`config.mk`:
```
export PLATFORM = sky130hd
export DESIGN_NAME = spi_slave_regctrl
export DESIGN_NICKNAME = d
export VERILOG_FILES = /design/src/rtl/spi_regctrl_pkg.sv /design/src/rtl/spi_regbank.sv /design/src/rtl/spi_slave_regctrl.sv
export SDC_FILE = /design/constraint.sdc
export NUM_CORES = 1
export LEC_CHECK = 0
export ABC_AREA = 1
export BUFFER_PORTS_ARGS = -buffer_cell sky130_fd_sc_hd__buf_4
export CORE_ASPECT_RATIO = 0.6
export CORE_MARGIN = 2
export CORE_UTILIZATION = 50
export CTS_BUF_LIST = sky130_fd_sc_hd__clkbuf_4 sky130_fd_sc_hd__clkbuf_8
export DETAILED_ROUTE_END_ITERATION = 6
export GPL_TIMING_DRIVEN = 0
export PLACE_DENSITY = 0.66
export SYNTH_ARGS = -nofsm -noshare
export SYNTH_HDL_FRONTEND = slang
export SYNTH_HIERARCHICAL = 1
export SYNTH_SLANG_ARGS = --single-unit
```
`constraint.sdc`:
```
create_clock -name sclk_s -period 2.5 [get_ports sclk_s]
set_input_delay 0.5 -clock sclk_s [delete_from_list [all_inputs] [get_ports sclk_s]]
set_output_delay 0.5 -clock sclk_s [all_outputs]
set_load 0.01 [all_outputs]
```
`src/rtl/spi_regctrl_pkg.sv`:
```
// SPI slave register controller: shared types and constants.
// Command byte layout and controller state encoding.
package spi_regctrl_pkg;
  localparam int DATA_W = 8;
  localparam int ADDR_W = 3;
  localparam int NREGS = 1 << ADDR_W;

  localparam int CMD_RD = 7;
  localparam int CMD_BURST = 6;
  localparam int CMD_CLR = 5;

  typedef enum logic [1:0] {
    IDLE,
    CMD,
    DATA,
    HOLD
  } state_t;
endpackage

```
`src/rtl/spi_regbank.sv`:
```
// 8 x 8-bit register bank for the SPI slave controller.
// One write port, one read port for tx loads, reg0 tap for the LEDs.
module spi_regbank #(
  parameter int DATA_W = 8,
  parameter int ADDR_W = 3,
  parameter int NREGS = 8
) (
  input  logic              sclk_s,
  input  logic              rst,
  input  logic              we,
  input  logic [ADDR_W-1:0] waddr,
  input  logic [DATA_W-1:0] wdata,
  input  logic [ADDR_W-1:0] raddr,
  output logic [DATA_W-1:0] rdata,
  output logic [DATA_W-1:0] reg0
);
  logic [DATA_W-1:0] mem [NREGS];

  always_ff @(posedge sclk_s) begin
    if (!rst) begin
      for (int i = 0; i < NREGS; i++) begin
        mem[i] <= '0;
      end
    end else if (we) begin
      mem[waddr] <= wdata;
    end
  end

  assign rdata = mem[raddr];
  assign reg0 = mem[0];
endmodule

```
`src/rtl/spi_slave_regctrl.sv`:
```
// SPI slave command controller: frames cmd + data bytes per ss_s
// window and sequences reads/writes against the register bank.
module spi_slave_regctrl
  import spi_regctrl_pkg::*;
#(
  parameter int DATA_W = spi_regctrl_pkg::DATA_W,
  parameter int ADDR_W = spi_regctrl_pkg::ADDR_W,
  parameter int NREGS = spi_regctrl_pkg::NREGS
) (
  input  logic       sclk_s,
  input  logic       rst,
  input  logic       ss_s,
  input  logic       miso_s,
  output logic       mosi_s,
  input  logic       sw,
  output logic [3:0] led,
  output logic       busy,
  output logic       frame_err
);
  localparam logic [2:0] LAST = 3'(DATA_W - 1);

  state_t state, state_n;
  logic [2:0] bit_cnt, bit_cnt_n;
  logic [DATA_W-2:0] rx, rx_n;
  logic [DATA_W-1:0] rx_in;
  logic [DATA_W-1:0] tx, tx_n;
  logic [ADDR_W-1:0] addr, addr_n;
  logic [ADDR_W-1:0] raddr;
  logic [DATA_W-1:0] rdata, reg0;
  logic rd, rd_n;
  logic burst, burst_n;
  logic ferr_n;
  logic we;

  spi_regbank #(
    .DATA_W(DATA_W),
    .ADDR_W(ADDR_W),
    .NREGS (NREGS)
  ) u_bank (
    .sclk_s(sclk_s),
    .rst   (rst),
    .we    (we),
    .waddr (addr),
    .wdata (rx_in),
    .raddr (raddr),
    .rdata (rdata),
    .reg0  (reg0)
  );

  assign rx_in = {rx, miso_s};

  always_ff @(posedge sclk_s) begin
    if (!rst) begin
      state <= IDLE;
      bit_cnt <= '0;
      rx <= '0;
      tx <= '0;
      addr <= '0;
      rd <= 1'b0;
      burst <= 1'b0;
      frame_err <= 1'b0;
    end else begin
      state <= state_n;
      bit_cnt <= bit_cnt_n;
      rx <= rx_n;
      tx <= tx_n;
      addr <= addr_n;
      rd <= rd_n;
      burst <= burst_n;
      frame_err <= ferr_n;
    end
  end

  always_comb begin
    state_n = state;
    bit_cnt_n = bit_cnt;
    rx_n = rx;
    tx_n = tx;
    addr_n = addr;
    rd_n = rd;
    burst_n = burst;
    ferr_n = frame_err;
    we = 1'b0;
    raddr = addr + 1'b1;
    if (ss_s) begin
      // HOLD never counts bits, so only CMD/DATA can leave bit_cnt != 0
      state_n = IDLE;
      bit_cnt_n = '0;
      if (bit_cnt != '0) ferr_n = 1'b1;
    end else begin
      unique case (state)
        IDLE: begin
          rx_n = rx_in[DATA_W-2:0];
          bit_cnt_n = 3'd1;
          state_n = CMD;
        end
        CMD: begin
          rx_n = rx_in[DATA_W-2:0];
          bit_cnt_n = bit_cnt + 3'd1;
          if (bit_cnt == LAST) begin
            rd_n = rx_in[CMD_RD];
            burst_n = rx_in[CMD_BURST];
            addr_n = rx_in[ADDR_W-1:0];
            raddr = rx_in[ADDR_W-1:0];
            if (rx_in[CMD_CLR]) ferr_n = 1'b0;
            if (rx_in[CMD_RD]) tx_n = rdata;
            state_n = DATA;
          end
        end
        DATA: begin
          rx_n = rx_in[DATA_W-2:0];
          tx_n = {tx[DATA_W-2:0], 1'b0};
          bit_cnt_n = bit_cnt + 3'd1;
          if (bit_cnt == LAST) begin
            we = !rd;
            if (burst) begin
              addr_n = addr + 1'b1;
              if (rd) tx_n = rdata;
            end else begin
              state_n = HOLD;
            end
          end
        end
        HOLD: begin
          state_n = HOLD;
        end
      endcase
    end
  end

  assign mosi_s = (state == DATA) & rd & tx[DATA_W-1];
  assign busy = (state != IDLE);
  assign led = sw ? reg0[7:4] : reg0[3:0];
endmodule

```
* After elaboration in Yosys (flattened, before gate mapping)
Memory sizes are Yosys's and may differ from the RTL's.
Index checks and enable logic that the tools add are counted.
** Storage, ports and cells
- Logic and storage cells :: 78
- Bits in latches :: 0
- Bits in writable memories :: 64
- ROM bits :: 0
- Bits of input ports :: 5
- Output and inout bits :: 7
- Memories :: 1
- Bits in registers :: 26
** Cells by class
- Add/sub/neg operators :: 2
- Magnitude comparators :: 0
- Shift-type cells :: 0
- Multiplexer cells :: 34
- Equality and inequality tests :: 10
- Bitwise operators :: 4
- $mul :: 0
- Reductions and logical operators :: 19
- Div/mod/pow operators :: 0
** Memory list
- u_bank.mem :: words 8, width 8, read ports 2, clocked after Yosys merged registers in 0, wr ports 8, RTL line spi_regbank.sv:17 : logic [DATA_W-1:0] mem [NREGS];
** Operators with widths (number)
- $mux 8 :: 6
- $mux 3 :: 7
- $pmux 8 s2 :: 1
- $mux 1 :: 13
- $pmux 3 s2 :: 2
- $reduce_bool 2->1 :: 6
- $ne 2x2->1 const B :: 5
- $pmux 2 s4 :: 1
- $reduce_and 4->1 :: 2
- $reduce_or 8->1 :: 1
- $add 3x1->3 const B :: 2
- $mux 2 :: 3
- $reduce_and 3->1 :: 2
- $reduce_and 5->1 :: 1
- $eq 2x2->1 const B :: 2
- $mux 4 :: 1
- $reduce_or 2->1 :: 2
- $eq 3x3->1 const B :: 1
- $reduce_bool 3->1 :: 1
- $reduce_or 3->1 :: 1
- $and 1x1->1 :: 2
- $eq 2x1->1 const B :: 1
- $logic_not 2->1 :: 1
- $ne 2x1->1 const B :: 1
- 3 further kinds :: 4

* Logic depth before layout (Yosys ltp)
- Word-level depth :: 9
- Mapped depth :: 18
- Gate-level depth less buffers :: 15

* Cells and area by module
Netlist, hierarchy kept.
** Modules (own cells, without submodules)
- spi_regbank :: area an instance 3253.1 sq um, times used 1, seq. area each 1921.8 sq um, cells each 378
- spi_slave_regctrl :: area an instance 1505.2 sq um, times used 1, seq. area each 520.5 sq um, cells each 224

* Least setup slack after synthesis
No wires, ideal clock.
- Path kind :: register to register
- Start point :: register bit_cnt[0]
- End point :: memory u_bank.mem[1][0] (enable)
- Setup slack :: 0.320 ns
- Path buffers :: 0
- Period minus slack after synthesis :: 2.180 ns
- Required time :: 2.171 ns
- Arrival time :: 1.851 ns
- Stages on the path, launching flop included :: 9
- Library setup time :: 0.329 ns
- Path through :: dfxtp_1 ha_1 ha_1 inv_1 nor4_1 nand2_4 nor2_4 nand2_4 nand2_1
** RTL lines
- start, declared :: RTL line spi_slave_regctrl.sv:23 : logic [2:0] bit_cnt, bit_cnt_n;
- start signal, assigned :: RTL line spi_slave_regctrl.sv:64 : bit_cnt <= bit_cnt_n;
- end, declared :: RTL line spi_regbank.sv:17

* Worst setup path in the final report
- Start point :: register state[1]
- End point :: register tx[4]
** On the way
- Cells in the longest elaborated chain, start to end :: 8
- Elaborated cells on any way between the ends :: 15
- Classes of those cells :: eq/ne: 4; mux: 8; reduce/logical: 2; memory: 1
** Ends and longest elaborated chain
- start, declared :: RTL line spi_slave_regctrl.sv:22 : state_t state, state_n;
- start signal, assigned :: RTL line spi_slave_regctrl.sv:63 : state <= state_n;
- $eq 2x1->1 (*) :: RTL line spi_slave_regctrl.sv:91 : unique case (state)
- $mux 3 (*) :: RTL line spi_slave_regctrl.sv:91
- $mux 3 (*) :: RTL line spi_slave_regctrl.sv:85 : if (ss_s) begin
- named net raddr[0] :: RTL line spi_slave_regctrl.sv:28 : logic [ADDR_W-1:0] raddr;
- $mem_v2 8x8 (*)
- named net rdata[4] :: RTL line spi_slave_regctrl.sv:29 : logic [DATA_W-1:0] rdata, reg0;
- $mux 8 :: RTL line spi_slave_regctrl.sv:118 : if (rd) tx_n = rdata;
- $mux 8 :: RTL line spi_slave_regctrl.sv:116 : if (burst) begin
- $mux 8 :: RTL line spi_slave_regctrl.sv:114 : if (bit_cnt == LAST) begin
- $pmux 8 s2 (*) :: RTL line spi_slave_regctrl.sv:91
- end signal, assigned :: RTL line spi_slave_regctrl.sv:66 : tx <= tx_n;
- end, declared :: RTL line spi_slave_regctrl.sv:26 : logic [DATA_W-1:0] tx, tx_n;
Mark *: on every way through the listed nets, which the timed path passes. The rest lies on a longest branch. The select of a mux whose other input is x is not followed.
A chain may end at the register's enable or synchronous reset.

==> impl_metrics.py <==
metrics = {
    "setup_path": {
        "startpoint": "state[1]$_SDFFE_PP0P_",
        "worst_r2r_path_depth": 17,
        "path_cells": "inv_1 > ha_1 > clkbuf_4 > nand3_4 > a21oi_1 > buf_4 > inv_2 > buf_4 > nand2_1 > nand3_1 > nand2_1 > nand2_1 > nand2_1 > inv_1 > nor2_1 > nor2_1 > nor2_1",
        "cp_endpoint": "tx[4]$_SDFFE_PN0P_",
        "cp_top_family": "simple AND/OR/NAND/NOR gates",
        "data_arrival_critical_path_ns": 2.68,
        "crit_path_frequent_cell": "nand2_1",
        "worst_path_required_time_ns": 2.80,
        "worst_path_largest_cell_delay_ns": 0.35,
        "worstSetupPathType": "flip-flop to flip-flop",
        "reg2reg_from": "state[1]$_SDFFE_PP0P_",
        "worst-r2r-setup-slack_ns": 0.12,
        "cp.buffers_inverters": 6,
        "worst_setup_path_end_kind": "flip-flop",
        "startpoint_type_of_the_worst_setup_path": "flip-flop",
        "critical_path.max_fanout": 10,
        "crit-reg2reg-capture": "tx[4]$_SDFFE_PN0P_",
        "worst-path-stages": 17,
        "slowest_stage": "dfxtp_2",
    },
    "global_route": {
        "number_of_antenna_violations_at_the_first_check_in_global_routing": 0,
        "grt_pass1_wl_um": 17300,
        "gr-usage-all-layers_pct": 22.9,
        "global_route.overflow_total": 0,
        "first_global_vias": 3354,
        "grt_max_degree": 15,
    },
    "synth": {
        "synth.top_cells.by_area": "edfxtp_1, nand2_1, dfxtp_1",
        "synth_edf_count": 64,
        "synth_nets": 617,
        "yosysSeqAreaShare_pct": 51.3,
        "ys_async_sr_fraction_pct": 0,
        "synthesis.yosys.warnings": 6,
        "top_reg_cell_synth": "edfxtp_1",
        "synth.avg_cell_area_um2": 7.90,
        "yosys.area.top_type": "edfxtp_1",
        "synth_largest_type_area_fraction_pct": 40.4,
        "most_common_cell_in_the_synthesized_netlist": "nand2_1",
        "yosys.cell_types.count": 27,
        "synth_common_cells": "nand2_1, inv_1, nor2_1",
        "post_synth_instance_area_um2": 4760,
        "postSynthRegisterBits": 90,
        "synthesis.instances": 602,
    },
    "route": {
        "drt-met1-wl_um": 5650,
        "routed.top_layer": "met4",
        "detail_route.wirelength_um": 11100,
        "drt-vias-per-instance": 4.99,
        "wl_per_cell_um": 14.6,
        "post-route-drc-count": 0,
        "number_of_vias_after_detailed_routing": 3791,
        "dr.first_iter.drc_count": 316,
        "drt-pass1-iter-count": 5,
        "route.met3.wl_um": 868,
        "dr_wl_met2_um": 4490,
        "ant_nets": 0,
    },
    "place": {
        "port-buffer-count": 11,
        "pre_cts_worst_setup_slack_ns": -0.134,
        "gp_congestion": 0.963,
        "detailedPlacementHpwl_um": 8210,
    },
    "sta": {
        "finalHoldViolations": 0,
        "timing.fmax_mhz": 421,
        "finClkSkew_ns": 0.00740,
        "setup_viol": 0,
        "worst_pin_slew_ns": 0.474,
        "slew_viol_final": 0,
        "finalWorstSetupSlack_ns": 0.123,
        "slew_headroom_pct": 68.3,
        "holdWs_ns": 0.400,
        "post-route-min-period_ns": 2.38,
        "timing.final.crit_share_pct": 95.1,
    },
    "pwr": {
        "clockPowerShare_pct": 30.9,
        "power_w": 0.00311,
        "power.internal_w": 0.00226,
        "share_seq_of_total_power_pct": 53.9,
        "power.density_cell_area_nw_per_um2": 589,
        "switching_share_pct": 27.5,
        "power.leakage_nw": 2.47,
        "p_sw_w": 0.000856,
        "combinationalPowerShare_pct": 15.3,
        "worst_ir_drop_vdd_mv": 0.337,
    },
    "floorplanning": {
        "pin_count": 12,
        "floorplan.die.width_um": 130,
        "die-height_um": 79.6,
        "core_um2": 9220,
        "floorplan.rows": 27,
        "fp.dieArea_um2": 10300,
        "start_util_pct": 51.6,
    },
    "clock_tree": {
        "cts_buffers": 9,
        "clock_insertion_delay_worst_skew_ns": 0.36,
        "clock_sink_count": 90,
        "clock_path_buffers": 2,
        "cts_tree": "built",
        "cts-root-buf": "clkbuf_8",
        "clock_tree.htree_level_count": 3,
        "clk_pin_slew_worst_paths_ns": 0.08,
    },
    "final_layout": {
        "final_layout_size_suffix_gt1_share_pct": 12.7,
        "synthToLayoutAreaGrowth_pct": 11.2,
        "nets": 639,
        "diodes": 0,
    },
    "run": {
        "timing.max_cap.violations": 0,
    },
    "status": {
        "status": "completed",
    },
    "min_path": {
        "worst_hold_path_type": "input port to flip-flop",
    },
}
## placed cells by master, fill, tap and decap left out
cell type and n:
nor2_2 1, nor4_4 1, nand4_1 1, o21ai_0 4, buf_4 16, o21ai_1 13
nor3_1 1, clkinv_1 2, ha_2 1, clkbuf_1 1, and2_1 1, buf_6 1
inv_1 112, ha_1 8, nand3_1 50, nand2_2 7, clkinvlp_4 2, nor2_4 2
a31oi_1 1, nand3_4 1, clkbuf_4 5, bufinv_16 1, clkinv_2 1, nor2_1 105
ha_4 1, dfxtp_2 2, nand2_1 145, nand3_2 4, buf_2 6, nand2_4 11
clkbuf_8 9, a21oi_1 13, edfxtp_1 64, dfxtp_1 24, inv_2 6, mux2_1 4
o21ai_4 1, a21oi_4 1
## kinds of logic after synthesis
| family | Yosys count | share of synthesized area, % |
|---|---|---|
| adder cells (fa/ha/maj) | 10 | 2.63 |
| AO/OA/AOI/OAI | 33 | 3.97 |
| AND/OR/NAND/NOR | 330 | 29.7 |
| flip-flops | 90 | 51.3 |
| multiplexers | 4 | 0.947 |
| buffers and inverters | 135 | 11.4 |
## power groups by stage
stage | registers [W] | logic (W) | clock network (W)
after floorplan | 0.00170 | 0.000321 | 0
after global placement | 0.00171 | 0.000444 | 0
after detailed placement | 0.00171 | 0.000454 | 0
after CTS | 0.00168 | 0.000457 | 0.000981
after global routing | 0.00169 | 0.000534 | 0.00104
final | 0.00168 | 0.000475 | 0.000962
## layer usage
layer	vias up	track usage (%)
li1	1889	-
met1	1800	34.9
met2	93	31.3
met3	9	6.84
met4	0	6.13
met5	-	0
## sequential cells by signal (all words and copies together) (netlist names)
| register | count |
|---|---|
| rd | 1 |
| u_bank/mem | 64 |
| state | 2 |
| addr | 3 |
| rx | 7 |
| bit_cnt | 3 |
| tx | 8 |
| frame_err | 1 |
| burst | 1 |
## worst min-delay path, stage by stage
cell and delay, ns:
buf_4 0.12, inv_1 0.06, a21oi_1 0.04
## metrics by stage
stage | setup TNS [ns] | cell area, um^2 | utilization, % | cells
finish | 0 | 5290 | 57.4 | 759
global route | -0.0772 | 5290 | 57.4 | 759
CTS | 0 | 5210 | 56.5 | 759
detailed placement | -7.13 | 5000 | 54.3 | 743
global placement | -1.21 | 5000 | 54.3 | 743
floorplan | 0 | 4760 | - | 602
## cell type report
type | instances | area, um^2
clock buffers | 10 | 131
clock inverters | 6 | 57.6
plain buffers | 17 | 113
well taps | 130 | 163
inverters | 118 | 443
multi-input cells | 377 | 1860
repair buffers | 11 | 82.6
flip-flops and latches | 90 | 2440
fillers | 845 | 3930
## repair_timing
action | 4_1_cts | 5_1_grt
gates resized for setup | 4 | 22
buffers inserted | 0 | 0
endpoints found under the setup margin | 72 | 64
pin swaps | 0 | 2
hold buffers | 0 | 0
## how the worst min path moves through the flow
| stage | from | endpoint | slack, ns | depth (start not counted) |
|---|---|---|---|---|
| final | rst | frame_err$_SDFFE_PN0P_ | 0.40 | 3 |
| after global routing | rst | frame_err$_SDFFE_PN0P_ | 0.42 | 3 |
| after CTS | rst | frame_err$_SDFFE_PN0P_ | 0.39 | 3 |
| after detailed placement | frame_err$_SDFFE_PN0P_ | frame_err$_SDFFE_PN0P_ | 0.47 | 2 |
| after global placement | frame_err$_SDFFE_PN0P_ | frame_err$_SDFFE_PN0P_ | 0.48 | 2 |
| after floorplan | bit_cnt[1]$_SDFFE_PP0P_ | bit_cnt[1]$_SDFFE_PP0P_ | 0.46 | 2 |
No activity file was read; power rests on OpenSTA's default activity.
